[src/rtl/fetch_resp_pkg.sv]
// Shared types and constants for the fetch responder.
// Optional embedded assertions are enabled with the FETCH_RESP_SVA_EN macro.
package fetch_resp_pkg;

   typedef enum logic [1:0] {
      IDLE      = 2'd0,
      HIT_DATA  = 2'd1,
      MISS_WAIT = 2'd2
   } state_e;

   localparam int MISS_LAT_MIN = 1;
   localparam int MISS_LAT_MAX = 5;
   localparam int CNT_W        = 3;

   function automatic int idx_w(input int lines);
      return (lines > 1) ? $clog2(lines) : 1;
   endfunction

   function automatic int tag_w(input int addr_w, input int lines);
      return addr_w - idx_w(lines);
   endfunction

endpackage

[src/rtl/fetch_resp_linestore.sv]
// Direct-mapped tag/data/valid store: one combinational read port,
// one synchronous write port, all entries cleared on reset.
module fetch_resp_linestore
   import fetch_resp_pkg::*;
#(
   parameter int LINES  = 4,
   parameter int IDX_W  = 2,
   parameter int TAG_W  = 6,
   parameter int DATA_W = 32
) (
   input  logic              clk,
   input  logic              rst,
   input  logic [IDX_W-1:0]  rd_idx,
   output logic [TAG_W-1:0]  rd_tag,
   output logic [DATA_W-1:0] rd_data,
   output logic              rd_valid,
   input  logic              wr_en,
   input  logic [IDX_W-1:0]  wr_idx,
   input  logic [TAG_W-1:0]  wr_tag,
   input  logic [DATA_W-1:0] wr_data
);

   logic [TAG_W-1:0]  tag_q   [LINES];
   logic [DATA_W-1:0] data_q  [LINES];
   logic [LINES-1:0]  valid_q;

   // Line storage: cleared on reset, single fill port.
   always_ff @(posedge clk or posedge rst) begin
      if (rst) begin
         for (int i = 0; i < LINES; i++) begin
            tag_q[i]  <= '0;
            data_q[i] <= '0;
         end
         valid_q <= '0;
      end else if (wr_en) begin
         tag_q[wr_idx]   <= wr_tag;
         data_q[wr_idx]  <= wr_data;
         valid_q[wr_idx] <= 1'b1;
      end else begin
         valid_q <= valid_q;
      end
   end

   assign rd_tag   = tag_q[rd_idx];
   assign rd_data  = data_q[rd_idx];
   assign rd_valid = valid_q[rd_idx];

endmodule

[src/rtl/fetch_responder.sv]
// Responder for the fetch/req/ack/cache_hit/data_ready handshake.
// Define FETCH_RESP_SVA_EN to enable embedded protocol assertions.
module fetch_responder
   import fetch_resp_pkg::*;
#(
   parameter int ADDR_W   = 8,
   parameter int DATA_W   = 32,
   parameter int LINES    = 4,
   parameter int MISS_LAT = 3
) (
   input  logic              clk,
   input  logic              rst,
   input  logic              fetch,
   input  logic [ADDR_W-1:0] addr,
   input  logic              req,
   output logic              cache_hit,
   output logic              ack,
   output logic              data_ready,
   output logic              done,
   output logic [DATA_W-1:0] rdata,
   output logic              busy,
   output logic              proto_err,
   output logic              mem_rd,
   output logic [ADDR_W-1:0] mem_addr,
   input  logic [DATA_W-1:0] mem_rdata
);

   localparam int IDX_W = idx_w(LINES);
   localparam int TAG_W = tag_w(ADDR_W, LINES);

   if (MISS_LAT < MISS_LAT_MIN || MISS_LAT > MISS_LAT_MAX) begin : g_bad_lat
      $error("fetch_responder: MISS_LAT out of range 1..5");
   end

   state_e              state_q, state_d;
   logic [CNT_W-1:0]    cnt_q, cnt_d;
   logic                mem_rd_q, mem_rd_d;
   logic [ADDR_W-1:0]   mem_addr_q, mem_addr_d;
   logic                proto_err_q, proto_err_d;
   logic [DATA_W-1:0]   rdata_q, rdata_d;

   logic [TAG_W-1:0]    rd_tag_s;
   logic [DATA_W-1:0]   rd_data_s;
   logic                rd_valid_s;
   logic                hit_s;
   logic                ack_s;

   fetch_resp_linestore #(
      .LINES (LINES),
      .IDX_W (IDX_W),
      .TAG_W (TAG_W),
      .DATA_W(DATA_W)
   ) u_store (
      .clk     (clk),
      .rst     (rst),
      .rd_idx  (addr[IDX_W-1:0]),
      .rd_tag  (rd_tag_s),
      .rd_data (rd_data_s),
      .rd_valid(rd_valid_s),
      .wr_en   (ack_s),
      .wr_idx  (mem_addr_q[IDX_W-1:0]),
      .wr_tag  (mem_addr_q[ADDR_W-1:IDX_W]),
      .wr_data (mem_rdata)
   );

   assign hit_s = fetch && (state_q == IDLE) && rd_valid_s &&
                  (rd_tag_s == addr[ADDR_W-1:IDX_W]);
   // Counter reaches zero exactly MISS_LAT cycles after the fetch cycle.
   assign ack_s = (state_q == MISS_WAIT) && (cnt_q == {CNT_W{1'b0}});

   // Next-state and registered-output decode.
   always_comb begin
      state_d     = state_q;
      cnt_d       = cnt_q;
      mem_rd_d    = 1'b0;
      mem_addr_d  = mem_addr_q;
      proto_err_d = 1'b0;
      rdata_d     = rdata_q;
      case (state_q)
         IDLE: begin
            if (fetch) begin
               if (hit_s) begin
                  rdata_d = rd_data_s;
                  state_d = HIT_DATA;
               end else if (req) begin
                  mem_rd_d   = 1'b1;
                  mem_addr_d = addr;
                  cnt_d      = CNT_W'(MISS_LAT - 1);
                  state_d    = MISS_WAIT;
               end else begin
                  proto_err_d = 1'b1;
               end
            end else begin
               state_d = IDLE;
            end
         end
         HIT_DATA: begin
            state_d = IDLE;
         end
         MISS_WAIT: begin
            if (ack_s) begin
               rdata_d = mem_rdata;
               state_d = IDLE;
            end else begin
               cnt_d = cnt_q - CNT_W'(1);
            end
         end
         default: begin
            state_d = IDLE;
         end
      endcase
   end

   // State and output registers.
   always_ff @(posedge clk or posedge rst) begin
      if (rst) begin
         state_q     <= IDLE;
         cnt_q       <= {CNT_W{1'b0}};
         mem_rd_q    <= 1'b0;
         mem_addr_q  <= {ADDR_W{1'b0}};
         proto_err_q <= 1'b0;
         rdata_q     <= {DATA_W{1'b0}};
      end else begin
         state_q     <= state_d;
         cnt_q       <= cnt_d;
         mem_rd_q    <= mem_rd_d;
         mem_addr_q  <= mem_addr_d;
         proto_err_q <= proto_err_d;
         rdata_q     <= rdata_d;
      end
   end

   assign cache_hit  = hit_s;
   assign ack        = ack_s;
   assign data_ready = (state_q == HIT_DATA) || ack_s;
   assign done       = data_ready;
   // Miss data is forwarded in the ack cycle, then held in rdata_q.
   assign rdata      = ack_s ? mem_rdata : rdata_q;
   assign busy       = (state_q != IDLE);
   assign proto_err  = proto_err_q;
   assign mem_rd     = mem_rd_q;
   assign mem_addr   = mem_addr_q;

`ifdef FETCH_RESP_SVA_EN
   a_hit_dr: assert property (@(posedge clk) disable iff (rst)
      cache_hit |=> data_ready);
   a_miss_ack: assert property (@(posedge clk) disable iff (rst)
      (fetch && state_q == IDLE && !cache_hit && req) |-> ##MISS_LAT ack);
   a_ack_dr: assert property (@(posedge clk) disable iff (rst)
      ack |-> (data_ready && done));
   a_no_idle_ack: assert property (@(posedge clk) disable iff (rst)
      (state_q == IDLE) |-> !ack);
   a_onehot: assert property (@(posedge clk) disable iff (rst)
      $onehot0({cache_hit, ack}));
`else
`endif

endmodule
[config.mk]
export PLATFORM = sky130hd
export DESIGN_NAME = fetch_responder
export DESIGN_NICKNAME = d
export VERILOG_FILES = /design/src/rtl/fetch_resp_pkg.sv /design/src/rtl/fetch_resp_linestore.sv /design/src/rtl/fetch_responder.sv
export SDC_FILE = /design/constraint.sdc
export NUM_CORES = 1
export LEC_CHECK = 0
export ABC_AREA = 1
export BUFFER_PORTS_ARGS = -buffer_cell sky130_fd_sc_hd__buf_2
export CORE_MARGIN = 3
export CORE_UTILIZATION = 36
export CTS_CLUSTER_SIZE = 8
export DETAILED_ROUTE_END_ITERATION = 8
export PLACE_DENSITY = 0.58
export SYNTH_ARGS = -nofsm -noshare
export SYNTH_HDL_FRONTEND = slang
export SYNTH_SLANG_ARGS = --single-unit
[constraint.sdc]
create_clock -name clk -period 24 [get_ports clk]
set_input_delay 7.2 -clock clk [delete_from_list [all_inputs] [get_ports clk]]
set_output_delay 7.2 -clock clk [all_outputs]
set_load 0.02 [all_outputs]
-- Word level (Yosys, flattened, before mapping)
Index checks and enable logic that the tools add are counted.
W data, S select, Z words.
- add/sub/neg operators: 1
- reduce and logical (&&, ||, !) cells: 15
- multiplexer cells: 38
- bitwise logic cells: 4
- magnitude comparators: 6
- equal/unequal tests: 10
- operator list (kind ; count):
    $mux W32 ; 6
    $bwmux W128 ; 1
    $bmux W32 S2 ; 1
    $demux W32 S2 ; 1
    $pmux W32 S2 ; 1
    $bwmux W24 ; 1
    $mux W6 ; 3
    $bmux W6 S2 ; 1
    $demux W6 S2 ; 1
    $mux W3 ; 4
    $ne A2 B2 Y1 const B ; 6
    $mux W1 ; 10
    $mux W2 ; 4
    $eq A6 B6 Y1 ; 1
    $ge A3 B3 Y1 const B ; 2
    $logic_and A1 B1 Y1 ; 6
    $lt A2 B3 Y1 const B ; 2
    $not A2 Y3 ; 2
    $pmux W3 S2 ; 1
    $reduce_and A5 Y1 ; 1
    $ne A4 B4 Y1 const B ; 1
    $or A4 B4 Y4 ; 1
    $pmux W2 S2 ; 1
    $reduce_and A4 Y1 ; 1
    14 further kinds ; 15
- logic and storage cells: 89
- output and inout bits: 47
- flip-flop bits (word level): 203

-- Longest topological paths before layout
- depth in word-level cells: 9
- mapped depth: 15
- gate-level depth less buffers: 13

-- By module
Synthesis repeated with hierarchy kept, for this count alone.
- cells, all modules: 1597
- area total of the unflattened synthesis: 10915.5 sq um
- modules (own cells, without submodules) (module ; seq. area each (sq um) ; area an instance (sq um) ; cells each ; instances):
    fetch_resp_linestore ; 3903.7 ; 8016.4 ; 1133 ; 1
    fetch_responder ; 1176.1 ; 2899.0 ; 464 ; 1

-- Least setup slack after synthesis
Ideal clock, no wire load.
- kind: input-to-output
- start point: in addr[0]
- end point: out cache_hit
- data arrival time: 8.329 ns
- path slack: 8.471 ns
- data required time: 16.800 ns
- stages on the path: 12
- path through: buf_4 buf_2 nand2_1 nand3_1 nand2_1 nand2_1 nor2_1 nand2_1 nor2_1 nand2_1 buf_6 inv_1
- longest elaborated chain between the ends: 6
- elaborated cells on any way between the ends: 9
- classes of those cells: eq/ne: 1; mux: 5; bitwise: 1; reduce/logical: 2
- RTL lines (item ; line ; text):
    start, declared ; fetch_responder.sv:14 ; input logic [ADDR_W-1:0] addr,
    $not A2 Y3 (implied by the code) ; fetch_resp_linestore.sv:44 ; assign rd_tag = tag_q[rd_idx];
    $bmux W6 S2 ; fetch_resp_linestore.sv:44 ;
    $mux W6 (implied by the code) (2 in series) ; fetch_resp_linestore.sv:44 ;
    $eq A6 B6 Y1 ; fetch_responder.sv:67 ; (rd_tag_s == addr[ADDR_W-1:IDX_W]);
    $logic_and A1 B1 Y1 (*) ; fetch_responder.sv:66 ; assign hit_s = fetch && (state_q == IDLE) && rd_valid_s &&
    end, declared ; fetch_responder.sv:16 ; output logic cache_hit,
Every way passes the cells marked *; elsewhere a longest branch is shown, timed or not. The select of a mux whose other input is x is not followed.

-- Worst setup path after layout
Ends and elaborated chain as after synthesis.

==> flow_metrics.py <==
metrics = {
    "status": {
        "status": "completed",
    },
    "critical_path": {
        "crit_path_end": "cache_hit",
        "worstPathArrival_ns": 9.36,
        "rr_worst_depth": 9,
        "crit_slowest_cell": "buf_4",
        "worstPathRequired_ns": 16.80,
        "r2r_slack_ns": 21.22,
        "cp-start-kind": "primary input",
        "crit_path_end_kind": "output pin",
        "crit_type": "in2out",
        "r2r_start": "cnt_q[0]$_DFFE_PP0P_",
        "crit_fanout": 74,
        "worst_path_most_repeated_cell": "nand2_1",
        "r2r_end": "u_store.data_q[108]$_DFFE_PP0P_",
        "slowest_delay_ns": 0.66,
        "startpoint": "addr[0]",
        "worstPathCellList": "buf_4 > buf_4 > nand2_1 > nand3_1 > nand2_1 > nand2_1 > nand2_1 > inv_1 > nand2_1 > nor2_1 > nand2_2 > inv_1 > buf_2",
    },
    "sta": {
        "slew_headroom": 0.385,
        "fmax_ghz": 0.0604,
        "rsz0062_at_grt": "no",
        "setup-tns-final_ns": 0,
        "drv_slew": 0,
        "finalClockSkew_ns": 0.0107,
        "finalSetupViolCount": 0,
        "worst_pin_slew_ns": 0.923,
        "fin_crit_sh": 0.690,
        "hold_ws_ns": 0.453,
        "hold_violations": 0,
        "finalCriticalPeriod_ns": 16.56,
    },
    "final_layout": {
        "stdcell_area_um2": 10900,
        "layout-drive-gt1-share": 0.118,
        "fin_nets": 1296,
        "diodes": 0,
        "areaGrowthSynthToFinish_pct": 14.3,
        "layout.cells.non_filler": 1580,
    },
    "clock_network": {
        "root_buffer": "clkbuf_16",
        "clkTransAtPathRegs_ns": 0.05,
        "cts_buffers": 29,
        "clockBufferDepth": 3,
        "cts_hold_buf": 0,
        "cts_tree": "done",
        "cts_setup_buffers": 0,
        "insertion_delay_ns": 0.52,
        "cts_resized": 0,
        "cts_sinks": 203,
        "htree_levels": 1,
    },
    "pwr": {
        "internal_power_uw": 912,
        "power.density_nw_per_um2": 136,
        "p_seq_frac": 0.393,
        "switching_share": 0.381,
        "comb_power_share": 0.364,
        "pwr-share-clk": 0.243,
        "p_leak_uw": 0.00533,
        "ir_drop_v": 0.0000747,
        "switching_power_uw": 562,
    },
    "grt": {
        "grt_use_total": 0.174,
        "grt_pass1_wl_um": 40900,
        "gr-total-overflow": 0,
        "grt_start_max_net_pins": 132,
        "grt_pass1_vias": 7767,
        "antenna_found_initial": 0,
    },
    "synth": {
        "synth_flop_cell": "dfrtp_1",
        "synth_xor_area_frac": 0.000922,
        "syn_inst": 1200,
        "synth_top_area_cell": "dfrtp_1",
        "synth_edf_count": 0,
        "synth_top_family_by_area": "compound AO/OA/AOI/OAI gates",
        "ys_seq_area_frac": 0.535,
        "syn_area_um2": 9500,
        "synth.mux.area_fraction": 0,
        "syn_area_per_cell_um2": 7.91,
        "ys_seq_elements": 203,
        "synth_top_area_frac": 0.535,
        "ys_warn_count": 0,
        "synth_most_common_cell": "nand2_1",
        "synth_fa_ha_area_frac": 0.00264,
        "synth_common_cells": "nand2_1 (273), dfrtp_1 (203), o21ai_0 (191)",
        "synth.distinct_cells": 23,
        "synth_compound_area_frac": 0.187,
        "synthSimpleGateAreaFrac": 0.183,
        "async_flop_share": 1.00,
        "synthTopCellsByArea": "dfrtp_1 (53%), nand2_1 (11%), o21ai_0 (10%)",
        "syn-num-nets": 1246,
    },
    "placement": {
        "portBuffers": 90,
        "place_congestion": 0.729,
        "placed_cells": 1549,
        "dp_hpwl_um": 14000,
        "dpl-instance-area_um2": 10100,
    },
    "die": {
        "initial_utilization": 0.372,
        "die-area_um2": 28400,
        "die_w_um": 168,
        "rows": 58,
        "core_um2": 25500,
        "io_pins": 91,
        "die_h_um": 168,
    },
    "flow_run": {
        "maxCapViolCount": 0,
    },
    "route": {
        "drc": 0,
        "wl_per_cell_um": 15.4,
        "drtPass1Iterations": 5,
        "vias_per_cell": 5.05,
        "drtAntennaViolNets": 0,
        "drt_wl_total_um": 24400,
        "vias": 7978,
        "drt-initial-drc-count": 507,
    },
    "hold_path": {
        "min_path_type": "reg2reg",
    },
}
-- how the worst min path moves through the flow --
| stage | start | to | slack (ns) | depth (start not counted) |
|---|---|---|---|---|
| 3_3_place_gp | u_store.valid_q[0]$_DFFE_PP0P_ | u_store.valid_q[0]$_DFFE_PP0P_ | 0.45 | 2 |
| 6_report | u_store.valid_q[0]$_DFFE_PP0P_ | u_store.valid_q[0]$_DFFE_PP0P_ | 0.45 | 2 |
| 4_1_cts | u_store.valid_q[0]$_DFFE_PP0P_ | u_store.valid_q[0]$_DFFE_PP0P_ | 0.46 | 2 |
| 5_1_grt | u_store.valid_q[1]$_DFFE_PP0P_ | u_store.valid_q[1]$_DFFE_PP0P_ | 0.48 | 1 |
| 2_1_floorplan | u_store.valid_q[0]$_DFFE_PP0P_ | u_store.valid_q[0]$_DFFE_PP0P_ | 0.42 | 2 |
| 3_5_place_dp | u_store.valid_q[0]$_DFFE_PP0P_ | u_store.valid_q[0]$_DFFE_PP0P_ | 0.45 | 2 |
-- cell families after synthesis --
kind of cell             count (synthesis)
AO/OA/AOI/OAI                          346
XOR/XNOR                                 1
adder cells (fa/ha/maj)                  2
buffers and inverters                  212
flip-flops                             203
AND/OR/NAND/NOR                        436
-- registers in the layout, summed over array words and instances (netlist names) --
| signal | count |
|---|---|
| mem_rd | 1 |
| cnt_q | 3 |
| mem_addr | 8 |
| proto_err | 1 |
| u_store.tag_q | 24 |
| rdata_q | 32 |
| state_q | 2 |
| u_store.data_q | 128 |
| u_store.valid_q | 4 |
-- power by group through the flow --
stage / Combinational (µW) / Sequential [µW] / Clock [µW]
floorplan: 398 / 574 / 0
finish: 537 / 579 / 358
global placement: 532 / 580 / 0
detailed placement: 542 / 583 / 0
CTS: 544 / 579 / 370
global route: 622 / 599 / 383
-- final cells by class --
cell class / instances / area (µm²)
sequential: 203 / 5080
multi-input combinational: 785 / 3570
clock buffer: 30 / 729
inverter: 129 / 493
timing repair buffer: 102 / 543
clock inverter: 1 / 30.0
tap: 330 / 413
fill: 2620 / 14700
-- per-layer routing --
layer / global-route usage / vias to the layer above / routed length [µm]
met5: 0 / - / 0
met1: 0.244 / 3796 / 11600
li1: - / 3965 / -
met3: 0.0324 / 34 / 1280
met2: 0.286 / 183 / 11100
met4: 0.0331 / 0 / 401
-- per-stage QoR --
| step | power (µW) | setup slack [ns] | utilization |
|---|---|---|---|
| final | 1470 | 7.44 | 0.425 |
| after global routing | 1600 | 7.16 | 0.425 |
| after CTS | 1490 | 7.41 | 0.425 |
| after detailed placement | 1120 | 7.42 | 0.395 |
| after global placement | 1110 | 7.48 | 0.395 |
| after floorplan | 972 | 8.47 | - |
-- worst max-delay path: cells and delay by family --
| kind | cells | cell delay [ns] |
|---|---|---|
| and+or+nand+nor | 8 | 0.65 |
| buffers and inverters | 5 | 1.45 |
-- placed cells by master, fill, tap and decap left out, types with 2 or more instances in the layout --
master,n
or2_2,3
nand2_1,272
nor2_1,90
buf_2,89
inv_2,2
inv_1,124
dfrtp_1,203
o21ai_0,191
ha_1,2
a21oi_1,114
clkbuf_16,29
o21ai_1,9
nor3_2,3
a31oi_1,32
nand3_1,61
buf_4,13
nand2_2,4
Power figures use the tool's default switching activity.
